`src/rtl/mcc_pkg.sv`:
```
// Shared types and constants for the multi-cycle control FSM.
// State encodings, opcode/alu_op constants and the legality helper.
package mcc_pkg;

  typedef enum logic [2:0] {
    S_FETCH  = 3'd0,
    S_DECODE = 3'd1,
    S_EXEC   = 3'd2,
    S_MEM    = 3'd3,
    S_WB     = 3'd4,
    S_TRAP   = 3'd5
  } state_e;

  localparam logic [5:0] OP_R    = 6'b000000;
  localparam logic [5:0] OP_LW   = 6'b000100;
  localparam logic [5:0] OP_SW   = 6'b000101;
  localparam logic [5:0] OP_ADDI = 6'b000111;
  localparam logic [5:0] OP_BEQ  = 6'b000110;
  localparam logic [5:0] OP_SLTI = 6'b000001;

  localparam logic [2:0] ALU_ADD   = 3'b011;
  localparam logic [2:0] ALU_SUB   = 3'b001;
  localparam logic [2:0] ALU_SLT   = 3'b010;
  localparam logic [2:0] ALU_FUNCT = 3'b000;

  typedef struct packed {
    logic rtype;
    logic lw;
    logic sw;
    logic addi;
    logic beq;
    logic slti;
    logic illegal;
  } op_class_t;

  function automatic logic is_legal(input logic [5:0] op);
    return op inside {OP_R, OP_LW, OP_SW, OP_ADDI, OP_BEQ, OP_SLTI};
  endfunction

endpackage

```
`src/rtl/multicycle_control_fsm_opcode_class_decode.sv`:
```
// Opcode -> one-hot instruction class.
// Bits above the 6-bit encoding must be zero for a legal opcode.
module opcode_class_decode
  import mcc_pkg::*;
#(
  parameter int OPCODE_W = 6
) (
  input  logic [OPCODE_W-1:0] i_op,
  output op_class_t           o_cls
);

  logic       w_hi_zero;
  logic [5:0] w_lo;
  logic       w_legal;

  assign w_hi_zero = ((i_op >> 6) == '0);
  assign w_lo      = i_op[5:0];
  assign w_legal   = w_hi_zero && is_legal(w_lo);

  always_comb begin
    o_cls         = '0;
    o_cls.rtype   = w_legal && (w_lo == OP_R);
    o_cls.lw      = w_legal && (w_lo == OP_LW);
    o_cls.sw      = w_legal && (w_lo == OP_SW);
    o_cls.addi    = w_legal && (w_lo == OP_ADDI);
    o_cls.beq     = w_legal && (w_lo == OP_BEQ);
    o_cls.slti    = w_legal && (w_lo == OP_SLTI);
    o_cls.illegal = !w_legal;
  end

endmodule

```
`src/rtl/multicycle_control_fsm.sv`:
```
// Multi-cycle FETCH/DECODE/EXEC/MEM/WB control sequencer.
// Define ILLEGAL_TRAP_EN to trap on illegal opcodes instead of NOP.
module multicycle_control_fsm
  import mcc_pkg::*;
#(
  parameter int OPCODE_W = 6,
  parameter int ALUOP_W  = 3,
  parameter int CNT_W    = 32
) (
  input  logic                clk,
  input  logic                rst,
  input  logic [OPCODE_W-1:0] opcode,
  input  logic                mem_ready,
  output logic                pc_write,
  output logic                ir_write,
  output logic                reg_dst,
  output logic                alu_src,
  output logic                memto_reg,
  output logic                reg_write,
  output logic                mem_read,
  output logic                mem_write,
  output logic                branch,
  output logic [ALUOP_W-1:0]  alu_op,
  output logic                retire,
  output logic [CNT_W-1:0]    instr_count,
  output logic [2:0]          state_o,
  output logic                trap
);

  state_e              r_state;
  state_e              w_next;
  logic [OPCODE_W-1:0] r_op_q;
  logic [CNT_W-1:0]    r_cnt;
  logic [OPCODE_W-1:0] w_dec_op;
  op_class_t           w_cls;

  logic               w_pc, w_ir, w_rd, w_as, w_mtr;
  logic               w_rw, w_mrd, w_mwr, w_br;
  logic               w_ret, w_trap, w_imm;
  logic [ALUOP_W-1:0] w_aop, w_aop_cls;

  // DECODE classifies the live opcode; later states use the latched one.
  assign w_dec_op = (r_state == S_DECODE) ? opcode : r_op_q;

  opcode_class_decode #(
    .OPCODE_W(OPCODE_W)
  ) u_dec (
    .i_op (w_dec_op),
    .o_cls(w_cls)
  );

  always_ff @(posedge clk) begin
    if (rst) begin
      r_state <= S_FETCH;
      r_op_q  <= '0;
      r_cnt   <= '0;
    end else begin
      r_state <= w_next;
      if (r_state == S_DECODE) r_op_q <= opcode;
      if (w_ret) r_cnt <= r_cnt + CNT_W'(1);
    end
  end

  always_comb begin
    w_imm     = w_cls.lw | w_cls.sw | w_cls.addi | w_cls.slti;
    w_aop_cls = ALUOP_W'(ALU_FUNCT);
    unique case (1'b1)
      w_cls.lw, w_cls.sw, w_cls.addi: w_aop_cls = ALUOP_W'(ALU_ADD);
      w_cls.slti:                     w_aop_cls = ALUOP_W'(ALU_SLT);
      w_cls.beq:                      w_aop_cls = ALUOP_W'(ALU_SUB);
      default:                        w_aop_cls = ALUOP_W'(ALU_FUNCT);
    endcase
  end

  always_comb begin
    w_next = S_FETCH;
    w_pc   = 1'b0;
    w_ir   = 1'b0;
    w_rd   = 1'b0;
    w_as   = 1'b0;
    w_mtr  = 1'b0;
    w_rw   = 1'b0;
    w_mrd  = 1'b0;
    w_mwr  = 1'b0;
    w_br   = 1'b0;
    w_ret  = 1'b0;
    w_trap = 1'b0;
    w_aop  = '0;
    case (r_state)
      S_FETCH: begin
        w_pc   = 1'b1;
        w_ir   = 1'b1;
        w_next = S_DECODE;
      end
      S_DECODE: begin
        if (!w_cls.illegal) w_next = S_EXEC;
`ifdef ILLEGAL_TRAP_EN
        else w_next = S_TRAP;
`else
        else w_next = S_FETCH;
`endif
      end
      S_EXEC: begin
        w_as  = w_imm;
        w_aop = w_aop_cls;
        w_br  = w_cls.beq;
        if (w_cls.beq) begin
          w_ret  = 1'b1;
          w_next = S_FETCH;
        end else if (w_cls.lw || w_cls.sw) begin
          w_next = S_MEM;
        end else if (w_cls.rtype || w_cls.addi || w_cls.slti) begin
          w_next = S_WB;
        end
      end
      S_MEM: begin
        w_as   = 1'b1;
        w_aop  = ALUOP_W'(ALU_ADD);
        w_mrd  = w_cls.lw;
        w_mwr  = w_cls.sw;
        w_next = S_MEM;
        if (!(w_cls.lw || w_cls.sw)) begin
          w_next = S_FETCH;
        end else if (mem_ready) begin
          w_ret  = w_cls.sw;
          w_next = w_cls.lw ? S_WB : S_FETCH;
        end
      end
      S_WB: begin
        w_rw   = 1'b1;
        w_rd   = w_cls.rtype;
        w_mtr  = w_cls.lw;
        w_as   = w_imm;
        w_aop  = w_aop_cls;
        w_ret  = 1'b1;
        w_next = S_FETCH;
      end
`ifdef ILLEGAL_TRAP_EN
      S_TRAP: begin
        w_trap = 1'b1;
        w_next = S_TRAP;
      end
`endif
      default: w_next = S_FETCH;
    endcase
  end

  assign pc_write    = w_pc  & ~rst;
  assign ir_write    = w_ir  & ~rst;
  assign reg_dst     = w_rd  & ~rst;
  assign alu_src     = w_as  & ~rst;
  assign memto_reg   = w_mtr & ~rst;
  assign reg_write   = w_rw  & ~rst;
  assign mem_read    = w_mrd & ~rst;
  assign mem_write   = w_mwr & ~rst;
  assign branch      = w_br  & ~rst;
  assign retire      = w_ret & ~rst;
  assign trap        = w_trap & ~rst;
  assign alu_op      = rst ? '0 : w_aop;
  assign instr_count = r_cnt;
  assign state_o     = r_state;

endmodule
```
`config.mk`:
```
export PLATFORM = sky130hd
export DESIGN_NAME = multicycle_control_fsm
export DESIGN_NICKNAME = d
export VERILOG_FILES = /design/src/rtl/mcc_pkg.sv /design/src/rtl/multicycle_control_fsm_opcode_class_decode.sv /design/src/rtl/multicycle_control_fsm.sv
export SDC_FILE = /design/constraint.sdc
export NUM_CORES = 1
export LEC_CHECK = 0
export CORE_MARGIN = 1.5
export CORE_UTILIZATION = 49
export CTS_CLUSTER_SIZE = 28
export DETAILED_ROUTE_END_ITERATION = 10
export PLACE_DENSITY_LB_ADDON = 0.25
export SYNTH_ARGS = -nofsm -noshare
export SYNTH_HDL_FRONTEND = slang
export SYNTH_SLANG_ARGS = --single-unit
```
`constraint.sdc`:
```
create_clock -name clk -period 2.3 [get_ports clk]
set_input_delay 0.345 -clock clk [delete_from_list [all_inputs] [get_ports clk]]
set_output_delay 0.345 -clock clk [all_outputs]
set_load 0.03 [all_outputs]
```
==> results of run 1 <==
-- final timing paths --
| check | cells past startpoint | end | start | slack, ns |
|---|---|---|---|---|
| setup / recovery | 6 | reg_dst | state_o[2] | 0.02 |
| hold reg to reg | 2 | instr_count[31] | instr_count[31] | 0.49 |
| setup reg to reg | 7 | instr_count[9] | r_op_q[5] | 0.12 |
| hold / removal | 2 | instr_count[31] | instr_count[31] | 0.49 |
-- through the flow --
stage	setup slack, ns	hold WS, ns
3_3_place_gp	-0.136	0.468
6_report	0.0198	0.488
4_1_cts	0.0170	0.491
2_1_floorplan	-0.0829	0.450
3_5_place_dp	-0.214	0.480
5_1_grt	-0.0209	0.512
-- timing repair --
| item | CTS | global route |
|---|---|---|
| gates resized for setup | 7 | 7 |
| setup endpoints to repair | 5 | 15 |
| buffers inserted | 3 | 1 |
| cloned | 2 | 0 |
| pin swaps | 3 | 1 |
-- worst reg2reg max path: stages, from the launching register on --
cell	delay [ns]
dfxtp_1	0.35
nor4b_4	0.27
buf_6	0.17
a41oi_2	0.20
o32a_4	0.30
buf_4	0.17
or4_1	0.51
a21oi_1	0.15
-- cells in the final DEF (no fill, tap or decap), types with 3 or more instances in the layout --
| cell | count |
|---|---|
| nor3_1 | 3 |
| o31ai_1 | 25 |
| mux2i_1 | 4 |
| nand2b_1 | 3 |
| nor2b_1 | 3 |
| and3_1 | 3 |
| nand3_1 | 15 |
| or4_1 | 25 |
| inv_1 | 5 |
| nand2_1 | 27 |
| dfxtp_1 | 38 |
| clkdlybuf4s50_1 | 43 |
| clkbuf_8 | 5 |
| o21ai_0 | 8 |
| nor4_1 | 3 |
| or3_1 | 7 |
| nor2_1 | 10 |
| and4_1 | 5 |
| a21oi_1 | 37 |
| buf_4 | 34 |
| nor4b_1 | 3 |
| nand4_1 | 12 |
-- registers in the layout, summed over array words and instances, names as in the netlist --
signal and flops:
r_op_q 6, state_o 3, instr_count 32
-- final cells by class --
cell class	instances	area, sq um
Timing Repair Buffer	81	737
Clock buffer	5	68.8
Inverter	5	18.8
Clock inverter	2	35.0
Fill cell	348	1240
Tap cell	52	65.1
Sequential cell	41	827
Multi-Input combinational cell	217	1420
-- power groups by stage --
stage	sequential [W]	clock (W)	combinational, W
after floorplan	0.000769	0	0.000146
after global routing	0.000748	0.000597	0.000294
final	0.000746	0.000569	0.000276
after global placement	0.000760	0	0.000233
after detailed placement	0.000761	0	0.000235
after CTS	0.000745	0.000570	0.000257
-- Yosys cell counts, drive strengths merged (5+ instances only) --
master  count  area (sq um)
a21oi      38           190
and4        5          43.8
buf         7          55.1
clkbuf     14          52.6
dfxtp      41           821
inv         5          18.8
mux2i       5          50.1
nand2      29           111
nand3      15          75.1
nand4      12          75.1
nor2       13          48.8
o21ai       8          40.0
o31ai      26           195
or3         8          50.1
or4        25           188
-- routing by layer --
metal / vias up / share of wire (%)
met5: - / 0
met2: 116 / 47
li1: 1225 / -
met3: 14 / 7.0
met1: 1188 / 45
met4: 0 / 1.2
-- cells by family after synthesis --
group	count (synthesis)
muxes	5
DFF	41
buffers and inverters	26
and+or+nand+nor	131
xor gates and xnor gates	1
AOI/OAI and AO/OA	75
other	1
adders and majority gates	1
==> out/metrics.yaml, run 1 <==
status:
  outcome: "finished clean"
route:
  drc: 0
  ant_nets: 0
  via_per_inst: 6.31
  drt_iter0_markers: 161
  wl_mm: 6.46
  dr.pass1.iters: 5
  routedWlPerCell_um: 16.0
  vias: 2543
timing:
  slew_violations: 0
  period_share_pct: 99.1
  min_period_ns: 2.28
  skew_ns: 0.00662
  setup_viol: 0
  fmax_ghz: 0.439
  rsz0062_at_grt: "true"
  tns_ns: 0
  tightest_slew_ns: 0.478
  final-hold-violation-count: 0
  max_slew_margin_pct: 67.2
run:
  drv_cap: 0
synthesis:
  synthXorXnorAreaFrac_pct: 0.387
  syn-cell-area_sq_um: 2260
  ys_types: 35
  async_reset_ff_share_pct: 0
  synth_top_family_by_area: "simple AND/OR/NAND/NOR gates"
  synth_edf_count: 0
  synthFlopType: "dfxtp_1"
  synth-compound-area-share_pct: 20.4
  yosys_warnings: 0
  ys_seq_area_share_pct: 36.2
  synth_cells: 281
  synthMuxAreaShare_pct: 2.21
  avgSynthCellArea_sq_um: 8.06
  ys_seq_elements: 41
  synth_fa_ha_area_share_pct: 0.552
  synth-simple-area-share_pct: 34.4
grt:
  grt_max_degree: 27
  met1_usage_pct: 36.0
  antenna_found_initial: 0
  grt_pass1_vias: 2209
  grt-busiest-layer: "met2"
  grt_first_pass_wirelength_mm: 10.7
  use_met3_pct: 4.70
  track_usage_pct: 26.1
  grtUsageMet2_pct: 41.7
  grt-ovfl-total: 0
power_and_ir_drop:
  p_per_area_nw_per_um2: 502
  p_clk_share_pct: 35.8
  internal_power_w: 0.00116
  seqPwrFrac_pct: 46.9
  pwr-share-comb_pct: 17.3
  swShare_pct: 27.3
  peakVddDrop_uv: 324
  p_switching_w: 0.000434
  p_leak_nw: 1.03
  p_total_w: 0.00159
layout:
  synthToLayoutAreaGrowth_pct: 39.9
  layoutNonFillerInstCount: 403
  drive_gt1_share_pct: 18.5
  nets: 361
  antenna_cells: 0
  stdcell_area_sq_um: 3170
  utilization_pct: 71.8
setup_path:
  path_max_fanout: 8
  worstSetupPathType: "register to output pin"
  crit_path_cell_trace: "or3b_4 > or3_4 > o31ai_4 > nand2_2 > a21oi_2 > buf_6"
  worst_setup_path_start_kind: "register"
  cp-end-kind: "output pin"
  slowest_stage: "or3b_4"
  cpLargestDelayFamily: "simple AND/OR/NAND/NOR gates"
  critPathRequiredTime_ns: 1.96
  slowest_delay_ns: 0.41
  critPathBufInv: 1
  critPathArrivalTime_ns: 1.94
die:
  io_pins: 58
  die_w_um: 71.0
  rows: 24
  dieHeight_um: 71.0
  core_area_sq_um: 4410
  start_util_pct: 51.3
  die-area_sq_um: 5040
clocking:
  numClockSinks: 41
  cts_buffers: 5
  clk_latency_ns: 0.30
  clock_path_buffers: 2
  cts_tree: "yes"
  cts_root_buf: "clkbuf_8"
  holdBufCountCts: 0
  h-tree-depth: 2
  clk_pin_slew_worst_paths_ns: 0.08
placement:
  finalWeightedCongestion: 0.933
  portBuffers: 55
  dp_hpwl_mm: 4.14
  placed_cells: 390
  place_area_sq_um: 2940
hold_path:
  hp-class: "register to register"
Power figures use the tool's default switching activity.
==> inputs of run 2 (changes only) <==
==> constraint.sdc (replaced) <==
create_clock -name clk -period 2.55 [get_ports clk]
set_input_delay 0.3825 -clock clk [delete_from_list [all_inputs] [get_ports clk]]
set_output_delay 0.3825 -clock clk [all_outputs]
set_load 0.03 [all_outputs]
==> out/metrics.yaml, run 2 (synthesized netlist as in run 1, its figures left out) <==
hold_path:
  worstHoldEndpoint: "instr_count[31]"
  min_path_cells: 2
  hold_start: "instr_count[31]"
  hp-class: "register to register"
layout:
  nets: 356
  nFillCells: 393
  stdcell_area_sq_um: 3020
  antenna_cells: 0
  drive_gt1_share_pct: 14.1
  mostFrequentLayoutCells: "clkdlybuf4s50_1, dfxtp_1, a21oi_1"
  largest_reg_flops: 32
  layoutNonFillerInstCount: 399
  synthToLayoutAreaGrowth_pct: 33.2
  utilization_pct: 68.3
  layout_commonest_cell: "clkdlybuf4s50_1"
timing:
  skew_ns: 0.00956
  final-hold-violation-count: 0
  min_period_ns: 2.45
  period_share_pct: 95.9
  setup_viol: 0
  whs_ns: 0.486
  fmax_ghz: 0.409
  slew_violations: 0
  tns_ns: 0
grt:
  grt_max_degree: 29
  antenna_found_initial: 0
  grt-ovfl-total: 0
  grt_pass1_vias: 2154
  grt_first_pass_wirelength_mm: 9.87
  track_usage_pct: 23.9
clocking:
  h-tree-depth: 2
  postCtsSetupBuffers: 0
  cts_buffers: 5
  cts_tree: "yes"
  clock_path_buffers: 2
  clk_pin_slew_worst_paths_ns: 0.08
  cts_root_buf: "clkbuf_8"
  numClockSinks: 41
  clk_latency_ns: 0.30
setup_path:
  slowest_delay_ns: 0.38
  cpLargestDelayFamily: "buffers and inverters"
  cpMostUsedCell: "buf_4"
  r2r_cells: 5
  worst_setup_path_start_kind: "register"
  rrSetupSlack_ns: 0.27
  path_max_fanout: 16
  critPathArrivalTime_ns: 2.06
  critPathRequiredTime_ns: 2.17
  worstSetupPathType: "register to output pin"
  reg2reg_to: "instr_count[27]"
  slowest_stage: "mux2i_2"
  r2r-start: "r_op_q[4]"
  cp-end-kind: "output pin"
  crit_path_cell_trace: "buf_4 > nor3b_4 > mux2i_2 > o32a_4 > nor2_1 > buf_4"
  critPathBufInv: 2
power_and_ir_drop:
  p_switching_w: 0.000376
  peakVddDrop_uv: 322
  seqPwrFrac_pct: 50.7
  p_per_area_nw_per_um2: 436
  p_clk_share_pct: 31.7
  swShare_pct: 28.6
  p_leak_nw: 0.971
  internal_power_w: 0.000940
  pwr-share-comb_pct: 17.6
placement:
  placed_cells: 389
  finalWeightedCongestion: 0.933
  dp_hpwl_mm: 4.08
  place_area_sq_um: 2910
  portBuffers: 55
route:
  dr.pass1.iters: 4
  ant_nets: 0
  via_per_inst: 6.30
  routedWlPerCell_um: 15.3
  drc: 0
  drt_iter0_markers: 150
  vias: 2512
  wl_mm: 6.09
die:
  start_util_pct: 51.3
  io_pins: 58
  rows: 24
  die_w_um: 71.0
  die-area_sq_um: 5040
  dieHeight_um: 71.0
  core_area_sq_um: 4410
run:
  drv_cap: 0
status:
  outcome: "finished clean"
==> run 2: stage by stage <==
| step | power, W | setup slack [ns] |
|---|---|---|
| finish | 0.00132 | 0.104 |
| floorplan | 0.000822 | -0.00292 |
| CTS | 0.00132 | 0.0594 |
| global placement | 0.000900 | 0.0146 |
| global route | 0.00137 | -0.0112 |
| detailed placement | 0.000901 | -0.0342 |
==> run 2: what timing repair did <==
| item | 4_1_cts | 5_1_grt |
|---|---|---|
| hold buffers | 0 | 0 |
| resized for setup | 2 | 2 |
| pin swaps | 1 | 1 |
| setup endpoints to repair | 2 | 2 |
| cloned | 1 | 1 |
==> run 2: worst max path at each step <==
stage                           from             end  cells past startpoint
final                     state_o[0]          retire                      6
after global routing      state_o[0]          retire                      6
after CTS                 state_o[0]          retire                      6
after detailed placement   opcode[0]  instr_count[7]                      6
after global placement     opcode[0]        mem_read                      5
after floorplan           state_o[2]       memto_reg                      7
==> run 2: worst register-to-register path, delay by kind of cell, from the launching register on <==
kind               cells  cell delay, ns
and+or+nand+nor        3            1.13
AOI/OAI and AO/OA      2            0.75
DFF                    1            0.34
==> run 2: area by class of cell <==
cell class              count  area (sq um)  share of cell area, %
clock buffers               6          72.6                   2.41
flip-flops and latches     41           821                   27.2
well taps                  52          65.1                   2.16
clock inverters             2          10.0                  0.332
repair buffers             76           678                   22.5
inverters                   5          18.8                  0.622
multi-input cells         217          1350                   44.8
==> run 2: routing by layer <==
layer | track usage, % | up-vias | part of all wire [%]
met2 | 37.8 | 106 | 46
met4 | 7.76 | 0 | 1.9
met1 | 32.6 | 1179 | 45
met3 | 5.27 | 18 | 6.8
met5 | 0 | - | 0
li1 | - | 1209 | -
==> run 2: power by group through the flow <==
stage	clock network, W	registers (W)	logic (W)
detailed placement	0	0.000682	0.000219
finish	0.000417	0.000667	0.000232
global placement	0	0.000681	0.000218
CTS	0.000430	0.000667	0.000227
floorplan	0	0.000693	0.000129
global route	0.000451	0.000668	0.000250
